### src/rtl/rijndael_pkg.sv
// Shared types and helpers for the masked Rijndael SubBytes datapath.
//   state_e    : controller states (IDLE, SUB, DONE)
//   byte_t     : one state byte
//   num_passes : S-box passes per transaction (NBYTES / NSBOX)
package rijndael_pkg;

   typedef enum logic [1:0] {
      IDLE = 2'd0,
      SUB  = 2'd1,
      DONE = 2'd2
   } state_e;

   typedef logic [7:0] byte_t;

   // A zero NSBOX is rejected at elaboration; avoid dividing by it here.
   function automatic int unsigned num_passes(input int unsigned nbytes,
                                              input int unsigned nsbox);
      return (nsbox == 0) ? 0 : nbytes / nsbox;
   endfunction

endpackage

### src/rtl/bSbox.sv
// Masked Rijndael S-box, one byte.
//   data_i    : masked input byte (true value is data_i ^ imask_i)
//   imask_i   : input mask
//   omask_i   : output mask
//   encrypt_i : 1 = SubBytes, 0 = InvSubBytes
//   q_o       : S-box result XOR omask_i
module bSbox (
   input  logic [7:0] data_i,
   input  logic [7:0] imask_i,
   input  logic [7:0] omask_i,
   input  logic       encrypt_i,
   output logic [7:0] q_o
);

   function automatic logic [7:0] xtime(input logic [7:0] a);
      return {a[6:0], 1'b0} ^ (a[7] ? 8'h1b : 8'h00);
   endfunction

   function automatic logic [7:0] gf_mul(input logic [7:0] a, input logic [7:0] b);
      logic [7:0] p;
      logic [7:0] aa;
      p  = 8'h00;
      aa = a;
      for (int i = 0; i < 8; i++) begin
         if (b[i]) p = p ^ aa;
         aa = xtime(aa);
      end
      return p;
   endfunction

   // x^254 is the multiplicative inverse in GF(2^8) and maps 0 to 0.
   function automatic logic [7:0] gf_inv(input logic [7:0] x);
      logic [7:0] r;
      logic [7:0] sq;
      logic [7:0] e;
      r  = 8'h01;
      sq = x;
      e  = 8'hfe;
      for (int i = 0; i < 8; i++) begin
         if (e[i]) r = gf_mul(r, sq);
         sq = gf_mul(sq, sq);
      end
      return r;
   endfunction

   function automatic logic [7:0] rotl(input logic [7:0] a, input int unsigned n);
      return (a << n) | (a >> (8 - n));
   endfunction

   logic [7:0] x;
   logic [7:0] inv;
   logic [7:0] y;

   always_comb begin
      x   = data_i ^ imask_i;
      inv = 8'h00;
      if (encrypt_i) begin
         inv = gf_inv(x);
         y   = inv ^ rotl(inv, 1) ^ rotl(inv, 2) ^ rotl(inv, 3) ^ rotl(inv, 4) ^ 8'h63;
      end else begin
         y = gf_inv(rotl(x, 1) ^ rotl(x, 3) ^ rotl(x, 6) ^ 8'h05);
      end
      q_o = y ^ omask_i;
   end

endmodule

### src/rtl/rijndael_sbox_lane.sv
// One S-box lane: picks byte LANE out of the low NSBOX-byte window of the
// data/imask/omask registers and feeds it to a bSbox.
//   data_i, imask_i, omask_i : low NSBOX bytes of the state/mask registers
//   encrypt_i                : S-box direction
//   q_o                      : masked S-box output for this lane
module rijndael_sbox_lane
   import rijndael_pkg::*;
#(
   parameter int unsigned NSBOX = 4,
   parameter int unsigned LANE  = 0
) (
   input  logic [8*NSBOX-1:0] data_i,
   input  logic [8*NSBOX-1:0] imask_i,
   input  logic [8*NSBOX-1:0] omask_i,
   input  logic               encrypt_i,
   output logic [7:0]         q_o
);

   byte_t data_b;
   byte_t imask_b;
   byte_t omask_b;

   assign data_b  = data_i[8*LANE +: 8];
   assign imask_b = imask_i[8*LANE +: 8];
   assign omask_b = omask_i[8*LANE +: 8];

   bSbox u_bsbox (
      .data_i    (data_b),
      .imask_i   (imask_b),
      .omask_i   (omask_b),
      .encrypt_i (encrypt_i),
      .q_o       (q_o)
   );

endmodule

### src/rtl/rijndael_masked_sub_bytes.sv
// Masked Rijndael SubBytes over an NBYTES-byte state using NSBOX shared
// S-box lanes, time-multiplexed over NBYTES/NSBOX passes, valid/ready on
// both sides.
//   clk, rst             : clock, asynchronous active-high reset
//   in_valid / in_ready  : input handshake (ready only in IDLE)
//   din, key             : state and round key, byte i at [8i+7:8i]
//   imask, omask         : per-byte input / output masks
//   out_valid/out_ready  : output handshake (valid only in DONE)
//   dout                 : result, unmasked with the captured omask if UNMASK_OUT
// Optional macro RIJNDAEL_SUB_BYTES_INV_EN adds a 'decrypt' input selecting
// InvSubBytes; without it only the forward S-box is built.
module rijndael_masked_sub_bytes
   import rijndael_pkg::*;
#(
   parameter int unsigned NBYTES     = 16,
   parameter int unsigned NSBOX      = 4,
   parameter bit          UNMASK_OUT = 1'b1
) (
   input  logic                clk,
   input  logic                rst,
   input  logic                in_valid,
   output logic                in_ready,
   input  logic [8*NBYTES-1:0] din,
   input  logic [8*NBYTES-1:0] key,
   input  logic [8*NBYTES-1:0] imask,
   input  logic [8*NBYTES-1:0] omask,
`ifdef RIJNDAEL_SUB_BYTES_INV_EN
   input  logic                decrypt,
`endif
   output logic                out_valid,
   input  logic                out_ready,
   output logic [8*NBYTES-1:0] dout
);

   if (NSBOX < 1) begin : g_err_nsbox
      $error("NSBOX must be at least 1");
   end else if (NBYTES % NSBOX != 0) begin : g_err_div
      $error("NBYTES must be a multiple of NSBOX");
   end

   localparam int unsigned NPASS = num_passes(NBYTES, NSBOX);
   localparam int unsigned CW    = (NPASS > 1) ? $clog2(NPASS) : 1;
   localparam int unsigned W     = 8 * NBYTES;
   localparam int unsigned LW    = 8 * NSBOX;
   localparam logic [CW-1:0] CNT_LAST = CW'(NPASS - 1);

   state_e          state_q, state_d;
   logic [W-1:0]    data_q, data_d;
   logic [W-1:0]    imask_q, imask_d;
   logic [W-1:0]    omask_q, omask_d;
   logic [CW-1:0]   cnt_q, cnt_d;
   logic [LW-1:0]   sbox_out;
   logic            encrypt;

`ifdef RIJNDAEL_SUB_BYTES_INV_EN
   logic decrypt_q, decrypt_d;
   assign encrypt = ~decrypt_q;
`else
   assign encrypt = 1'b1;
`endif

   for (genvar i = 0; i < NSBOX; i++) begin : g_lane
      rijndael_sbox_lane #(
         .NSBOX (NSBOX),
         .LANE  (i)
      ) u_lane (
         .data_i    (data_q[LW-1:0]),
         .imask_i   (imask_q[LW-1:0]),
         .omask_i   (omask_q[LW-1:0]),
         .encrypt_i (encrypt),
         .q_o       (sbox_out[8*i +: 8])
      );
   end

   always_comb begin
      state_d = state_q;
      data_d  = data_q;
      imask_d = imask_q;
      omask_d = omask_q;
      cnt_d   = cnt_q;
`ifdef RIJNDAEL_SUB_BYTES_INV_EN
      decrypt_d = decrypt_q;
`endif
      case (state_q)
         IDLE: begin
            if (in_valid) begin
               data_d  = din ^ key ^ imask;
               imask_d = imask;
               omask_d = omask;
               cnt_d   = '0;
               state_d = SUB;
`ifdef RIJNDAEL_SUB_BYTES_INV_EN
               decrypt_d = decrypt;
`endif
            end
         end
         SUB: begin
            // Rotate right by NSBOX bytes; fresh S-box results enter at the top,
            // so after NPASS passes every byte is back in its original slot.
            data_d           = data_q >> LW;
            data_d[W-1 -: LW] = sbox_out;
            imask_d          = (imask_q >> LW) | (imask_q << (W - LW));
            omask_d          = (omask_q >> LW) | (omask_q << (W - LW));
            cnt_d            = cnt_q + 1'b1;
            if (cnt_q == CNT_LAST) state_d = DONE;
         end
         DONE: begin
            if (out_ready) state_d = IDLE;
         end
         default: state_d = IDLE;
      endcase
   end

   always_ff @(posedge clk or posedge rst) begin
      if (rst) begin
         state_q <= IDLE;
         data_q  <= '0;
         imask_q <= '0;
         omask_q <= '0;
         cnt_q   <= '0;
`ifdef RIJNDAEL_SUB_BYTES_INV_EN
         decrypt_q <= 1'b0;
`endif
      end else begin
         state_q <= state_d;
         data_q  <= data_d;
         imask_q <= imask_d;
         omask_q <= omask_d;
         cnt_q   <= cnt_d;
`ifdef RIJNDAEL_SUB_BYTES_INV_EN
         decrypt_q <= decrypt_d;
`endif
      end
   end

   assign in_ready  = (state_q == IDLE);
   assign out_valid = (state_q == DONE);
   // Captured omask only: the live port may change while the result is held.
   assign dout      = UNMASK_OUT ? (data_q ^ omask_q) : data_q;

endmodule
### config.mk
export PLATFORM = sky130hd
export DESIGN_NAME = rijndael_masked_sub_bytes
export DESIGN_NICKNAME = d
export VERILOG_FILES = /design/src/rtl/rijndael_pkg.sv /design/src/rtl/bSbox.sv /design/src/rtl/rijndael_sbox_lane.sv /design/src/rtl/rijndael_masked_sub_bytes.sv
export SDC_FILE = /design/constraint.sdc
export NUM_CORES = 2
export LEC_CHECK = 0
export ABC_AREA = 0
export CAP_MARGIN = 20
export CORE_ASPECT_RATIO = 1.4
export CORE_MARGIN = 2
export CORE_UTILIZATION = 50
export CTS_CLUSTER_DIAMETER = 150
export DETAILED_ROUTE_END_ITERATION = 7
export PLACE_DENSITY = 0.7
export SLEW_MARGIN = 20
export SYNTH_ARGS = -nofsm -noshare
export SYNTH_HDL_FRONTEND = slang
export SYNTH_SLANG_ARGS = --single-unit
### constraint.sdc
create_clock -name clk -period 18.6 [get_ports clk]
set_input_delay 4.65 -clock clk [delete_from_list [all_inputs] [get_ports clk]]
set_output_delay 4.65 -clock clk [all_outputs]
set_load 0.02 [all_outputs]
==> flow_metrics.py <==
metrics = {
    "outcome": {
        "outcome": "finished, violations left",
        "failed_checks": "design-rule violations",
    },
    "final_layout": {
        "drive_gt1_share_pct": 8.07,
        "num-nets-final": 11300,
        "nFillCells": 14700,
        "final_core_util_pct": 57.7,
        "area_growth_pct": 14.7,
    },
    "setup_path": {
        "slowest_delay_ps": 800,
        "worstSetupEndpointType": "register",
        "reg2reg_from": "imask_q[7]$_DFFE_PP0P_",
        "critPathKind": "register to register",
        "cp.depth": 51,
        "crit_required_ps": 19060,
        "r2r_end": "data_q[99]$_DFFE_PP0P_",
        "cpMaxStageDelayCell": "a2111oi_0",
        "reg2reg_slack_ps": 1030,
        "cp-start-kind": "register",
        "critPathBufInv": 1,
        "crit_start": "imask_q[7]$_DFFE_PP0P_",
        "arrival_ps": 18030,
        "crit_fanout": 16,
        "crit_top_cell": "xnor2_1",
        "critPathTopFamily": "XOR/XNOR gates",
        "r2r_cells": 51,
    },
    "synth": {
        "syn_inst": 10300,
        "post_synth_instance_area_um2": 78800,
        "synth_common_cells": "xnor2_1, nor2_1, nand2_1",
        "ys_seq_elements": 388,
        "synth_edf_count": 0,
        "ys_seq_area_share_pct": 12.3,
        "yosysUniqueCellTypes": 126,
        "synth_top_area_share_pct": 21.9,
        "synth_top_cell_by_area": "xnor2_1",
        "netlist_top_cells_area": "xnor2_1, dfrtp_1, xnor3_1, xor2_1, nor2_1",
        "yosysMostFrequentCell": "xnor2_1",
        "syn-num-nets": 10900,
        "synth_ff_type": "dfrtp_1",
        "postSynth.asyncResetShare_pct": 100,
        "syn_avg_cell_area_um2": 7.63,
        "yosysWarnings": 0,
    },
    "die": {
        "io_pins": 646,
        "die-area_um2": 161000,
        "die_x_um": 340,
        "initial_core_util_pct": 50.3,
        "core-area_um2": 157000,
        "die_y_um": 474,
        "row_count": 172,
    },
    "clock_network": {
        "htree_levels": 2,
        "root_buffer": "clkbuf_16",
        "clk_pin_slew_ps": 60,
        "clock_latency_ps": 650,
        "ctsLongestPathBuffers": 3,
        "clkSinkCount": 388,
        "cts_tree": "yes",
        "numCtsBuffers": 46,
    },
    "drt": {
        "drtIter0Drc": 7896,
        "wl_per_cell_um": 22.5,
        "viasPerCell": 6.16,
        "antenna_left": 0,
        "drtPass1Iterations": 8,
        "vias": 79200,
        "drt-total-wl_um": 289000,
        "drcViolationCount": 7,
    },
    "sta": {
        "finalSetupViolCount": 0,
        "min_period_over_period_pct": 94.5,
        "slew_headroom_pct": 21.5,
        "fin_skew_ps": 30.6,
        "fin_crit_ps": 17570,
        "hold_viol_final": 0,
        "slew_violations": 0,
        "fmax_ghz": 0.0569,
        "fin_ws_ps": 1030,
        "worst_pin_slew_ps": 1170,
    },
    "worst_hold_path": {
        "hold_start": "imask_q[83]$_DFFE_PP0P_",
        "hold_depth": 2,
        "min_to": "imask_q[51]$_DFFE_PP0P_",
        "hold_class": "register to register",
    },
    "placed_design": {
        "gp_congestion": 0.992,
        "io_buffers": 645,
        "place_ws_ps": -10.5,
        "dpl.hpwl_um": 218000,
    },
    "global_route": {
        "grt_pass1_vias": 76000,
        "grt_pass1_wl_um": 444000,
        "overflow": 0,
        "antenna_found_initial": 18,
        "grt_max_degree": 164,
        "gr-usage-all-layers_pct": 34.4,
    },
    "flow_run": {
        "max_cap_violations": 0,
    },
}
[metrics by stage]
stage	setup TNS, ps	hold WS (ps)	instances	cell area (um2)
floorplan	0	451	10300	78800
global placement	0	482	12700	88300
detailed placement	-10.5	491	12700	88300
CTS	0	501	12800	89900
global route	-43.7	528	12800	90400
finish	0	500	12900	90400
[sequential cells by signal, indices dropped and copies added (netlist names)]
register  flops
cnt_q         2
data_q      128
imask_q     128
omask_q     128
state_q       2
[cells by family after synthesis]
kind of cell	share of synthesized area (%)
AOI/OAI and AO/OA	20.1
xor gates and xnor gates	41.4
adders and majority gates	0.460
buffers and inverters	4.15
DFF	12.3
muxes	2.85
and+or+nand+nor	18.7
[cell usage in the layout (no fill, tap or decap), types with 26 or more instances in the layout]
master | Yosys | final
nor3_1 | 227 | 227
a311oi_1 | 28 | 28
o32ai_1 | 31 | 31
xnor3_1 | 275 | 271
xnor2_2 | 110 | 155
o22ai_1 | 123 | 123
xor2_2 | 40 | 53
mux2i_1 | 182 | 182
ha_1 | 29 | 26
buf_4 | 12 | 386
o21ai_1 | 54 | 54
o21a_1 | 28 | 28
clkbuf_16 | 0 | 46
xor2_1 | 575 | 560
a31oi_1 | 145 | 145
xor3_1 | 31 | 31
a22oi_1 | 337 | 337
a211o_1 | 27 | 27
and2_1 | 50 | 50
nand4_1 | 54 | 54
o21ai_0 | 616 | 616
or3_1 | 52 | 52
a21oi_1 | 542 | 542
and3_1 | 61 | 60
nor2_1 | 1300 | 1295
nand3_1 | 172 | 172
a211oi_1 | 77 | 77
nor2b_1 | 109 | 106
o221ai_1 | 34 | 34
a32oi_1 | 26 | 26
clkdlybuf4s50_1 | 0 | 644
a21o_1 | 30 | 30
nor4_1 | 29 | 29
nand2b_1 | 48 | 45
inv_1 | 77 | 76
dfrtp_1 | 388 | 386
o211ai_1 | 75 | 75
nand2_1 | 1181 | 1180
xnor2_1 | 1966 | 1912
o31ai_1 | 33 | 33
[area by class of cell]
type	instances	area, um2	area share (%)
Sequential cell	388	9720	10.8
Timing Repair Buffer	1037	9490	10.5
Clock inverter	18	258	0.285
Multi-Input combinational cell	9137	66500	73.6
Tap cell	2088	2610	2.89
Clock buffer	66	1320	1.46
Antenna cell	10	25.0	0.0277
Inverter	106	407	0.450
[how the worst max path moves through the flow]
stage                               to  slack [ps]
3_5_place_dp   data_q[127]$_DFFE_PP0P_         -10
5_1_grt        data_q[108]$_DFFE_PP0P_         -40
3_3_place_gp   data_q[127]$_DFFE_PP0P_         220
6_report        data_q[99]$_DFFE_PP0P_        1030
4_1_cts        data_q[111]$_DFFE_PP0P_          40
2_1_floorplan  data_q[115]$_DFFE_PP0P_        3150
[worst min-delay path, delay by kind of cell, from the launching register on]
kind	cells	cell delay, ps
flops	1	340
compound gates	2	130
[layer usage]
metal | vias up | wire (um) | GRT usage (%)
li1 | 36500 | - | -
met1 | 37900 | 111000 | 41.8
met2 | 4024 | 137000 | 58.7
met3 | 782 | 25100 | 5.46
met4 | 6 | 16800 | 17.5
met5 | - | 46 | 0
[what timing repair did]
item                                   CTS  global route
hold buffers                             0             0
setup endpoints to repair                1            32
setup buffers                            0             9
endpoints found under the hold margin    0             0
pin swaps                                0             3
gates cloned                             0             0
gates resized for setup                  1            43
Power is left out: the tool's default activity adds up to more than one toggle a clock period on the data nets, which glitch-free logic cannot reach.
